## src/rtl/imem_boot_loader.sv

```systemverilog
// imem_boot_loader: turns a framed UART byte stream into big-endian 32-bit words written
// from instruction-memory address 0. It checks an XOR checksum and holds the CPU in reset until a clean load.
// Latency: imem_we one cycle after a word's 4th byte; status one cycle after the checksum or fault. rx_ready drops in DONE/ERROR.
module imem_boot_loader #(
   parameter int ABITS     = 32,
   parameter int MAX_WORDS = 1024,
   parameter int TIMEOUT   = 100000
) (
   input  logic             clk,
   input  logic             reset,
   input  logic [7:0]       rx_data,
   input  logic             rx_valid,
   output logic             rx_ready,
   input  logic             retry,
   output logic             imem_we,
   output logic [ABITS-1:0] imem_addr,
   output logic [31:0]      imem_din,
   output logic             cpu_reset,
   output logic             load_done,
   output logic             load_error
);

   typedef enum logic [2:0] {
      S_CNT_HI,
      S_CNT_LO,
      S_DATA,
      S_CHECK,
      S_DONE,
      S_ERROR
   } state_t;

   state_t           state;
   logic [7:0]       cnt_hi;      // first count byte, held until the low byte arrives
   logic [7:0]       xor_acc;     // running XOR of every accepted frame byte
   logic [15:0]      words_left;  // words still to be written in S_DATA
   logic [1:0]       byte_pos;    // byte position within the word being assembled
   logic [23:0]      shift;       // first three bytes of the current word
   logic [ABITS-1:0] addr;        // next word address to write
   logic [31:0]      timer;       // idle cycles since the last accepted byte

   logic        accept;
   logic [31:0] count_full;
   logic        timer_on;
   logic        timeout_hit;
   logic        fault;

   assign accept      = rx_valid && rx_ready;
   // Word count as it will be once the current byte is taken as CNT_LO.
   assign count_full  = {16'd0, cnt_hi, rx_data};
   assign timer_on    = (state == S_CNT_LO) || (state == S_DATA) || (state == S_CHECK);
   assign timeout_hit = timer_on && !accept && (timer == 32'(TIMEOUT - 1));

   // Every condition that aborts the frame; it overrides the normal transition below.
   always_comb begin
      fault = timeout_hit;
      if (accept && (state == S_CNT_LO) && (count_full > 32'(MAX_WORDS)))
         fault = 1'b1;
      if (accept && (state == S_CHECK) && (rx_data != xor_acc))
         fault = 1'b1;
   end

   // Frame FSM with word assembly, write port, idle timer and registered status outputs.
   always_ff @(posedge clk or posedge reset) begin
      if (reset) begin
         state      <= S_CNT_HI;
         cnt_hi     <= 8'd0;
         xor_acc    <= 8'd0;
         words_left <= 16'd0;
         byte_pos   <= 2'd0;
         shift      <= 24'd0;
         addr       <= '0;
         timer      <= 32'd0;
         rx_ready   <= 1'b1;
         imem_we    <= 1'b0;
         imem_addr  <= '0;
         imem_din   <= 32'd0;
         cpu_reset  <= 1'b1;
         load_done  <= 1'b0;
         load_error <= 1'b0;
      end else begin
         imem_we <= 1'b0;

         if (accept)
            timer <= 32'd0;
         else if (timer_on)
            timer <= timer + 32'd1;

         if (accept)
            xor_acc <= xor_acc ^ rx_data;

         case (state)
            S_CNT_HI: begin
               if (accept) begin
                  cnt_hi <= rx_data;
                  state  <= S_CNT_LO;
               end
            end
            S_CNT_LO: begin
               if (accept) begin
                  words_left <= count_full[15:0];
                  if (count_full == 32'd0)
                     state <= S_CHECK;
                  else
                     state <= S_DATA;
               end
            end
            S_DATA: begin
               if (accept) begin
                  shift    <= {shift[15:0], rx_data};
                  byte_pos <= byte_pos + 2'd1;
                  if (byte_pos == 2'd3) begin
                     imem_we    <= 1'b1;
                     imem_din   <= {shift, rx_data};
                     imem_addr  <= addr;
                     addr       <= addr + ABITS'(1);
                     words_left <= words_left - 16'd1;
                     if (words_left == 16'd1)
                        state <= S_CHECK;
                  end
               end
            end
            S_CHECK: begin
               if (accept && (rx_data == xor_acc)) begin
                  state     <= S_DONE;
                  rx_ready  <= 1'b0;
                  cpu_reset <= 1'b0;
                  load_done <= 1'b1;
               end
            end
            S_DONE: begin
               // Terminal until reset.
            end
            S_ERROR: begin
               if (retry) begin
                  state      <= S_CNT_HI;
                  rx_ready   <= 1'b1;
                  load_error <= 1'b0;
                  xor_acc    <= 8'd0;
                  byte_pos   <= 2'd0;
                  shift      <= 24'd0;
                  addr       <= '0;
                  timer      <= 32'd0;
               end
            end
            default: begin
               state    <= S_CNT_HI;
               rx_ready <= 1'b1;
            end
         endcase

         if (fault) begin
            state      <= S_ERROR;
            rx_ready   <= 1'b0;
            load_error <= 1'b1;
         end
      end
   end

endmodule

```

## config.mk

```make
export PLATFORM = sky130hd
export DESIGN_NAME = imem_boot_loader
export DESIGN_NICKNAME = d
export VERILOG_FILES = /design/src/rtl/imem_boot_loader.sv
export SDC_FILE = /design/constraint.sdc
export NUM_CORES = 1
export LEC_CHECK = 0
export ABC_AREA = 1
export ABC_CLOCK_PERIOD_IN_PS = 8400
export CAP_MARGIN = 20
export CORE_ASPECT_RATIO = 1.5
export CORE_MARGIN = 5
export CORE_UTILIZATION = 43
export DETAILED_ROUTE_END_ITERATION = 7
export PLACE_DENSITY = 0.63
export SETUP_SLACK_MARGIN = 0.5
export SLEW_MARGIN = 10
export SYNTH_ARGS = -nofsm -noshare
export SYNTH_HDL_FRONTEND = slang
export SYNTH_SLANG_ARGS = --single-unit
export TNS_END_PERCENT = 30
```

## constraint.sdc

```tcl
create_clock -name clk -period 8.4 [get_ports clk]
set_input_delay 1.68 -clock clk [delete_from_list [all_inputs] [get_ports clk]]
set_output_delay 1.68 -clock clk [all_outputs]
set_load 0.02 [all_outputs]
```

==> results by group <==
Worst setup path
  – Slowest CP cell: buf_4
  – Reg-to-reg endpoint: addr[1]
  – CP max FO: 98
  – Slowest stage delay, CP: about 700 ps
  – R2R Setup Slk: 5710 ps
  – Worst r2r path cells: 7
  – Crit path DAT: about 4300 ps
  – Reg2reg start: rx_ready
  – Setup crit end: addr[1]
  – CP Capture Type: register
  – Critical path class: input pin to register
  – Delay-heaviest family, CP: buffers and inverters
  – Critical path launch point type: input pin
  – Number of cells on the critical path: 8
  – WP buf/inv: 4
  – Required time worst endpoint: about 8700 ps
  – Cells along the critical path: clkdlybuf4s50_1, nand2_1, inv_2, nand3_4, buf_4, clkinv_1, nand3_1, o21ai_0
  – Crit path launch: rx_valid

CTS
  – CTS Buf Count: 17
  – Clock Tree Root: clkbuf_16
  – Clock sink count: between 150 and 200
  – Cts hold-fix bufs: 0
  – CTS resizes: 0
  – CTS tree: yes
  – H-tree levels: 4
  – Clock Tree Buf Depth: 2
  – Setup bufs post-CTS: 0
  – Clock-pin slew on the worst setup and hold paths: approximately 70 ps
  – Clk_lat worst skew: around 440 ps

Logic synthesis
  – Predominant post-synthesis flop cell: dfrtp_1
  – Sequential share of the synthesized area: about 50%
  – Register bit count reported by yosys: roughly 190
  – Area leader, netlist: dfrtp_1
  – Share of the synthesized area in the top cell type: around half
  – Asr flop ratio synth: 100%
  – Post-synthesis area per instance: ~7.7 sq um
  – Number of synthesized flops with an enable pin: 0
  – Cell variety after synth: 47
  – Ys Warns: 0
  – Cells after Synth: approximately 1300
  – Syn_nets: 1290
  – Mapped Area: between 9000 and 10000 sq um
  – Top cells by area, synth: dfrtp_1 (49%), nand2_1 (13%), o21ai_0 (6.4%), inv_1 (5.6%), nor2_1 (5.4%)

Cells and area
  – Most frequent cells in the layout: nand2_1 (344), dfrtp_1 (192), inv_1 (144)
  – Most common cell after layout, fill and taps aside: nand2_1
  – Fin nets: around 1400
  – Share of layout cells above drive strength 1: about 4.6%
  – Layout Cells excl Fill: around 1600
  – Ant. Diodes: 0
  – Final instance area: between 10000 and 15000 sq um
  – Area delta synth->final: 15.8%

Floorplan
  – Die extent in y: slightly below 200 um
  – CORE AREA: ~22000 sq um
  – Io pins: 81
  – Die Area: ~26000 sq um
  – Initial Util: 43.8%
  – Row cnt: between 60 and 70
  – Die X-Extent: approximately 130 um

STA
  – Final period util: a little under half
  – FMAX: approximately 0.25 GHz
  – Final Hold Viols: 0
  – Setup violations, final: 0
  – Final hold slack: around 460 ps
  – RSZ-0062 raised after global routing: no
  – Slew @ Worst Pin: approximately 940 ps
  – Fin crit period: between 3000 and 4000 ps
  – Max Slew Vio Count: 0
  – Max-slew headroom: a little under two fifths
  – Total Neg Setup Slack: 0 ps
  – Final setup skew: 8.88 ps

Global routing
  – Initial antenna violation count: 0
  – First-pass GRT wire length: between 40000 and 50000 um
  – Number of global-route vias before repair: 8497
  – All-Layer GR Usage: between 20% and 30%
  – Largest net degree at the start of global routing: 124
  – GRT overflow: 0

Place
  – DP Cell Count: around 1600
  – Post-DP HPWL: approximately 19000 um
  – DP Area: roughly 11000 sq um
  – # port buffers: 80
  – Routability cong.: approximately 0.98

Pwr
  – Sw frac: 23.0%
  – P per Cell Area: roughly 160 nW/um^2
  – VDD IR max: roughly 0.14 mV
  – Total power: ~1800 uW
  – Clock Power Share: between 40% and 50%
  – Leakage: about 0.0054 uW
  – Comb pwr share: under 10%
  – Psw: 407 uW
  – Flop pwr share: a little over half
  – Cell Int Power: between 1000 and 1500 uW

Routing
  – WL/cell: about 16 um
  – Remaining antenna violation count after routing: 0
  – WL final: around 26000 um
  – DR vias/cell: 5.30
  – TritonRoute pass-1 iters: 6
  – Drt drc: 0
  – Drt initial violations: 588
  – Via count: 8601

Worst hold path
  – Hold path startpoint: cpu_reset
  – Min-delay worst type: register to register

Run
  – MaxCap Viol Count: 0

Outcome
  – Run status: completed
[power groups by stage]
stage	registers, uW	logic [uW]	clock network [uW]
global placement	952	36.4	0
finish	933	34.8	802
detailed placement	952	36.7	0
global route	933	40.2	853
floorplan	952	18.8	0
CTS	933	36.6	819
[per-layer routing]
metal / up-vias / track usage [%] / part of all wire (%) / wire, um
li1: 4259 / - / - / -
met1: 4053 / 24.6 / 40 / 10600
met2: 220 / 37.1 / 52 / 13700
met3: 69 / 3.62 / 3.6 / 947
met4: 0 / 10.0 / 4.3 / 1140
met5: - / 0 / 0 / 0
[flip-flops by register name (all words and copies together), names as in the netlist]
register,cells
rx_ready,1
cnt_hi,8
xor_acc,8
byte_pos,2
imem_addr,32
timer,32
addr,32
words_left,16
load_done,1
state,3
imem_din,32
shift,24
load_error,1
imem_we,1
cpu_reset,1
[worst min-delay path by stage]
stage / endpoint / slack (ps) / cells after the start
after floorplan: words_left[15] / 450 / 2
after global placement: cpu_reset / 440 / 2
after detailed placement: cpu_reset / 450 / 2
after CTS: cpu_reset / 460 / 2
after global routing: cpu_reset / 490 / 2
final: cpu_reset / 460 / 2
[kinds of logic after synthesis]
logic type	Yosys count	synth area share [%]
buffers and inverters	192	7.82
and+or+nand+nor	646	28.6
xor gates and xnor gates	14	1.25
adders and majority gates	5	0.639
AOI/OAI and AO/OA	222	12.1
DFF	194	49.6
[layout make-up]
cell class              count  area [sq um]
repair buffers             83           823
multi-input cells         887          4170
well taps                 276           345
clock buffers              19           443
flip-flops and latches    194          4860
clock inverters            12           123
inverters                 153           582
fillers                  2137         11000
[stage by stage]
step / utilization (%) / worst slack [ps]
finish: 50.7 / 4420
global route: 50.7 / 4100
CTS: 50.7 / 4420
detailed placement: 48.2 / 3960
global placement: 48.2 / 4010
floorplan: - / 1440
[cells in the mapped netlist (2+ instances only)]
master	n
a211oi_1	3
a21oi_1	53
a31oi_1	2
buf_2	21
buf_4	3
clkbuf_1	13
clkinv_1	2
dfrtp_1	192
dfstp_2	2
ha_1	5
inv_1	145
inv_2	6
nand2_1	344
nand2_2	3
nand2_4	2
nand3_1	68
nand3b_1	10
nand4_1	32
nor2_1	140
nor2_2	4
nor3_1	26
nor3_2	2
nor3_4	2
nor3b_1	3
nor4_1	2
o21a_1	3
o21ai_0	126
o22ai_1	28
xnor2_1	3
xor2_1	11
[tightest hold or removal path, cell delays in order, from the launching register on]
cell and delay [ps]:
dfstp_2 370, nand2_1 50, inv_1 40
Note: power is estimated with default switching activity, not from simulation.
